<file path="config.mk">
export PLATFORM = sky130hd
export DESIGN_NAME = dmem_port_arbiter
export DESIGN_NICKNAME = d
export VERILOG_FILES = /design/src/rtl/dmem_port_arbiter.sv
export SDC_FILE = /design/constraint.sdc
export NUM_CORES = 1
export LEC_CHECK = 0
export CELL_PAD_IN_SITES_DETAIL_PLACEMENT = 0
export CELL_PAD_IN_SITES_GLOBAL_PLACEMENT = 1
export CORE_UTILIZATION = 11
export CTS_CLUSTER_DIAMETER = 50
export CTS_CLUSTER_SIZE = 12
export DETAILED_ROUTE_END_ITERATION = 10
export GPL_ROUTABILITY_DRIVEN = 1
export GPL_TIMING_DRIVEN = 1
export HOLD_SLACK_MARGIN = 0.08
export PLACE_DENSITY = 0.8
export SYNTH_ARGS = -nofsm -noshare
export SYNTH_HDL_FRONTEND = slang
export SYNTH_SLANG_ARGS = --single-unit
</file>
<file path="constraint.sdc">
create_clock -name clock -period 2.4 [get_ports clock]
set_input_delay 0.48 -clock clock [delete_from_list [all_inputs] [get_ports clock]]
set_output_delay 0.48 -clock clock [all_outputs]
set_load 0.005 [all_outputs]
</file>
<file path="src/rtl/dmem_port_arbiter.sv">
// Shares the single-port data memory between the CPU load/store path and the UART loader.
// CPU has fixed priority; a starvation counter forces UART slots; upg_mode hands memory to UART.
module dmem_port_arbiter #(
  parameter int unsigned ADDR_W       = 32,
  parameter int unsigned DATA_W       = 32,
  parameter int unsigned STARVE_LIMIT = 4,
  parameter int unsigned CNT_W        = 3
) (
  input  logic              clock,
  input  logic              rst_n,
  input  logic              upg_mode,
  input  logic              cpu_req,
  input  logic              cpu_we,
  input  logic [ADDR_W-1:0] cpu_addr,
  input  logic [DATA_W-1:0] cpu_wdata,
  output logic              cpu_gnt,
  output logic              cpu_rvalid,
  output logic [DATA_W-1:0] cpu_rdata,
  input  logic              uart_req,
  input  logic              uart_we,
  input  logic [ADDR_W-1:0] uart_addr,
  input  logic [DATA_W-1:0] uart_wdata,
  output logic              uart_gnt,
  output logic              uart_rvalid,
  output logic [DATA_W-1:0] uart_rdata,
  output logic [ADDR_W-1:0] mem_addr,
  output logic [DATA_W-1:0] mem_wdata,
  output logic              mem_we,
  input  logic [DATA_W-1:0] mem_rdata
);

  localparam logic [CNT_W-1:0] StarveMax = CNT_W'(STARVE_LIMIT);

  logic [CNT_W-1:0] starve_cnt_q, starve_cnt_d;
  logic             rd_cpu_q, rd_cpu_d;
  logic             rd_uart_q, rd_uart_d;

  always_comb begin
    cpu_gnt  = 1'b0;
    uart_gnt = 1'b0;
    if (!rst_n) begin
      cpu_gnt  = 1'b0;
      uart_gnt = 1'b0;
    end else if (upg_mode) begin
      uart_gnt = uart_req;
    end else if (uart_req && (starve_cnt_q == StarveMax)) begin
      uart_gnt = 1'b1;
    end else if (cpu_req) begin
      cpu_gnt = 1'b1;
    end else if (uart_req) begin
      uart_gnt = 1'b1;
    end
  end

  // With no grant the memory port idles on the CPU inputs.
  always_comb begin
    if (uart_gnt) begin
      mem_addr  = uart_addr;
      mem_wdata = uart_wdata;
    end else begin
      mem_addr  = cpu_addr;
      mem_wdata = cpu_wdata;
    end
    mem_we = (cpu_gnt & cpu_we) | (uart_gnt & uart_we);
  end

  always_comb begin
    starve_cnt_d = starve_cnt_q;
    rd_cpu_d     = cpu_gnt & ~cpu_we;
    rd_uart_d    = uart_gnt & ~uart_we;
    if (!rst_n) begin
      starve_cnt_d = '0;
      rd_cpu_d     = 1'b0;
      rd_uart_d    = 1'b0;
    end else if (uart_gnt || !uart_req) begin
      starve_cnt_d = '0;
    end else if (!upg_mode && (starve_cnt_q != StarveMax)) begin
      starve_cnt_d = starve_cnt_q + 1'b1;
    end
  end

  always_ff @(posedge clock) begin
    starve_cnt_q <= starve_cnt_d;
    rd_cpu_q     <= rd_cpu_d;
    rd_uart_q    <= rd_uart_d;
  end

  // Read word returns to whichever requester owned last cycle's read grant.
  always_comb begin
    cpu_rvalid  = rd_cpu_q;
    uart_rvalid = rd_uart_q;
    cpu_rdata   = rd_cpu_q ? mem_rdata : '0;
    uart_rdata  = rd_uart_q ? mem_rdata : '0;
  end

endmodule

</file>
-- Yosys cells after proc, flatten, opt, wreduce, memory -nomap -nowiden
Index checks and enable logic that the tools add are counted.
- add/subtract/negate cells: 1
- eq/ne operators: 2
- multiplexer cells: 13
- bitwise logic cells: 8
- reduce and logical (&&, ||, !) cells: 6
- operators by type and width (kind ; count):
    $mux W32 ; 4
    $mux W1 ; 9
    $and A1 B1 Y1 ; 4
    $add A3 B1 Y3 const B ; 1
    $eq A3 B3 Y1 const B ; 1
    $ne A3 B3 Y1 const B ; 1
    $not A1 Y1 ; 3
    $logic_and A1 B1 Y1 ; 2
    $logic_not A1 Y1 ; 2
    $reduce_or A2 Y1 ; 1
    $logic_or A1 B1 Y1 ; 1
    $or A1 B1 Y1 ; 1
- register bits: 5
- output and inout bits: 133

-- Longest topological paths before layout
- depth after elaboration: 7
- depth in mapped cells: 7
- mapped depth without buffers: 5

-- Worst setup path before layout
No wires, ideal clock.
- kind: reg-to-output
- start point: register starve_cnt_q[0]
- end point: output mem_addr[0]
- data arrival time: 1.423 ns
- slack: 0.497 ns
- stages on the path, launching flop included: 8
- path buffers: 2
- cell sequence: dfxtp_1 > inv_1 > ha_1 > nand2_1 > a21oi_4 > buf_6 > buf_12 > mux2_4
- cells in the longest elaborated chain, start to end: 6
- RTL lines (item ; line ; source):
    start, declared ; 34 ; logic [CNT_W-1:0] starve_cnt_q, starve_cnt_d;
    start signal, assigned ; 83 ; starve_cnt_q <= starve_cnt_d;
    $eq A3 B3 Y1 ; 46 ; end else if (uart_req && (starve_cnt_q == StarveMax)) begin
    $logic_and A1 B1 Y1 ; 46 ;
    $mux W1 ; 46 ;
    $mux W1 ; 44 ; end else if (upg_mode) begin
    $mux W1 ; 41 ; if (!rst_n) begin
    $mux W32 ; 57 ; if (uart_gnt) begin
    end, declared ; 26 ; output logic [ADDR_W-1:0] mem_addr,
Every way passes these cells.

-- Worst setup path in the final report
- start point: input upg_mode
- end point: output cpu_gnt
- cells in the longest elaborated chain, start to end: 2
- RTL lines (item ; line ; source):
    start, declared ; 11 ; input logic upg_mode,
    $mux W1 ; 44 ;
    $mux W1 ; 41 ;
    end, declared ; 16 ; output logic cpu_gnt,
Every way passes these cells.

==> summary.txt <==
outcome -> complete, no violations
RSZ-0062 raised after global routing -> true
Setup TNS Final -> 0 ns
Inserted Clock Buffers -> 3
IO Pins -> 300
Crit Path Max Fanout -> 3
Avg Cell Area, Syn -> 9.485 um2
antenna violations before repair -> 5
Post-Route Skew -> 0.0003460 ns
Initial DRC Count -> 32
worst path cell trace -> dlygate4sd2_1 -> nor2b_4 -> buf_4 -> buf_4 -> and3_4 -> buf_4 -> clkdlybuf4s50_1
fin. max-slew vios -> 0
Gate power share -> 0.658
H-tree Lvls -> 1
PortBufs -> 299
library cells used by synthesis -> 22
Via Count -> 2461
Clk Latency, worst-skew pair -> 0.22 ns
largest net degree at the start of global routing -> 34
maximum vdd drop -> 0.1963 mV
Die Span Y -> 122 um
R2R setup slack -> 1.06 ns
CP startpoint kind -> input pin
layout net count -> 661
P&R area growth vs syn -> 213.8%
total gr overflow -> 0
Yosys reg bits -> 5
switch share -> 0.2268
CP Class -> input pin to output pin
Synth warnings -> 0
top_reg_cell synth -> dfxtp_1
Pre-Repair DR Iteration Count -> 4
core region area -> 13990 um2
crit path capture type -> output pin
pwr dens -> 211.2 nW/um2
Worst-path clk slew -> 0.03 ns
most frequent CP cell -> buf_4
Die X-Extent -> 122 um
Seq/Total Area, Yosys -> 0.06319
die area -> 14880 um2
Psw -> 0.2381 mW
number of synthesized flops with an enable pin -> 0
Root Buffer Master -> clkbuf_16
CP required -> 1.92 ns
post-route clock period utilization -> 0.9832
Global Route Usage Sum -> 0.1184
remaining antenna violation count after routing -> 0
Max-Slew Margin vs Limit -> 0.8387
Fin. Hold Viols -> 0
clock buffer depth -> 2
Reg2Reg Depth -> 8
Via-to-Cell Ratio -> 3.651
worst-margin pin slew -> 0.2387 ns
syn nets -> 336
WHS Path Cells -> 2
post-route DRC violation count -> 0
global-route wire length before repair -> 13280 um
DR WL/cell -> 14.42 um
Layout Cells excl Fill -> 674
clock network power share -> 0.259
GP Congestion -> 0.7912
Rows -> 43
Max-Cap Viols -> 0
initial core utilization -> 0.1132
hold_ws -> 0.5313 ns
CP max stage delay -> 0.48 ns
DP Cell Count -> 655
# setup viols final -> 0
Reg power frac -> 0.082
Fmax -> 0.4238 GHz
Mapped Area -> 1584 um2
share of cells above drive strength 1 -> 0.3259
Final Power -> 1.050 mW
vias in the first global route -> 2478
drt total wl -> 9722 um
worst hold path class -> flip-flop to flip-flop
Final Critical Period -> 2.360 ns
Async SR Flop Fraction -> 0
internal power -> 0.8116 mW
Lkg Pwr -> 2.046 nW
Syn Inst Count -> 167
worst path arrival time -> 1.88 ns
CTS tree -> done
CTS sink count -> 5
Layout Utilization -> 0.3554
placed wire-length estimate -> 8528 um
slowest cell on the critical path -> clkdlybuf4s50_1
critical path: cells and delay by family:
family	cells	cell delay (ns)
buffers and inverters	5	1.06
and+or+nand+nor	2	0.34
stage by stage:
stage | instance area, um2 | worst slack (ns)
6_report | 4971 | 0.04044
5_1_grt | 4966 | -0.005733
4_1_cts | 5061 | -0.001225
3_5_place_dp | 4888 | -0.4860
3_3_place_gp | 4888 | -0.4829
2_1_floorplan | 1584 | 0.4967
cell families (layout without fill, tap and decap cells):
family	Yosys count	count (layout)	synth area share
muxes	64	64	0.5190
other	0	3	0
buffers and inverters	16	340	0.08057
DFF	5	5	0.06319
adders and majority gates	2	2	0.01580
AOI/OAI and AO/OA	4	4	0.02212
and+or+nand+nor	76	76	0.2994
repair_timing:
item | in CTS | in global routing
setup buffers | 11 | 0
pin swaps | 2 | 1
endpoints found under the hold margin | 0 | 0
cloned | 3 | 0
setup endpoints to repair | 67 | 60
gates resized for setup | 240 | 16
hold buffers | 0 | 0
cell usage after synthesis, types with 3 or more instances:
cell type	number	share of area
and2_1	64	0.25
mux2_2	37	0.26
mux2_4	27	0.26
clkbuf_1	6	0.014
dfxtp_1	5	0.063
buf_12	3	0.038
buf_4	3	0.014
inv_1	3	0.0071
area by class of cell:
type / instances / area [um2]
fill: 1412 / 9017
timing repair buffer: 333 / 3163
multi-input combinational: 146 / 1384
tap: 180 / 225.2
sequential: 5 / 101.3
clock buffer: 4 / 78.83
inverter: 3 / 11.26
antenna: 3 / 7.507
path summary, 6_finish.rpt:
path | from | end
setup reg to reg | starve_cnt_q[1]$_SDFFE_PP0P_ | uart_rvalid$_SDFF_PN0_
hold reg to reg | starve_cnt_q[0]$_SDFFE_PP0P_ | starve_cnt_q[0]$_SDFFE_PP0P_
hold / removal | starve_cnt_q[0]$_SDFFE_PP0P_ | starve_cnt_q[0]$_SDFFE_PP0P_
setup / recovery | upg_mode | cpu_gnt
cells in the final DEF (no fill, tap or decap):
cell,netlist,layout
dfxtp_1,5,4
nand4_1,1,1
mux2_4,27,27
buf_6,1,11
nand2_4,0,1
inv_2,0,2
buf_12,3,5
buf_16,0,2
buf_8,0,2
nand3_1,1,1
buf_4,3,16
nor2b_1,2,2
clkbuf_16,0,3
nor3_1,1,1
and3_4,0,1
clkdlybuf4s15_2,0,1
ha_1,2,1
nor2_1,2,2
a21oi_1,2,2
nor4bb_1,1,1
a22o_1,1,1
nor2b_4,1,1
and2_1,64,64
clkdlybuf4s15_1,0,16
nand2_2,0,1
clkdlybuf4s50_1,0,229
clkbuf_1,6,1
a21oi_4,1,1
buf_2,0,38
ha_4,0,1
mux2_2,37,37
diode_2,0,3
dlygate4sd2_1,0,4
inv_1,3,1
clkbuf_2,0,9
dfxtp_2,0,1
state kept, by name, summed over array words and instances, names as in the netlist:
name          count
cpu_rvalid        1
starve_cnt_q      3
uart_rvalid       1
per-layer routing:
layer	track usage	share of wire	wire length [um]	vias to the layer above
met5	0	0.0013	13	-
met4	0.01235	0.0063	61	2
met3	0.04401	0.11	1098	6
met2	0.2405	0.56	5405	160
met1	0.1141	0.32	3143	1073
li1	-	-	-	1220
power groups by stage:
stage	Combinational [mW]	Sequential, mW	Clock, mW
after CTS	0.717	0.0863	0.278
final	0.691	0.0863	0.272
after floorplan	0.199	0.0883	0
after global placement	0.725	0.0873	0
after global routing	0.738	0.0864	0.283
after detailed placement	0.728	0.0874	0
Note: power is estimated with default switching activity, not from simulation.
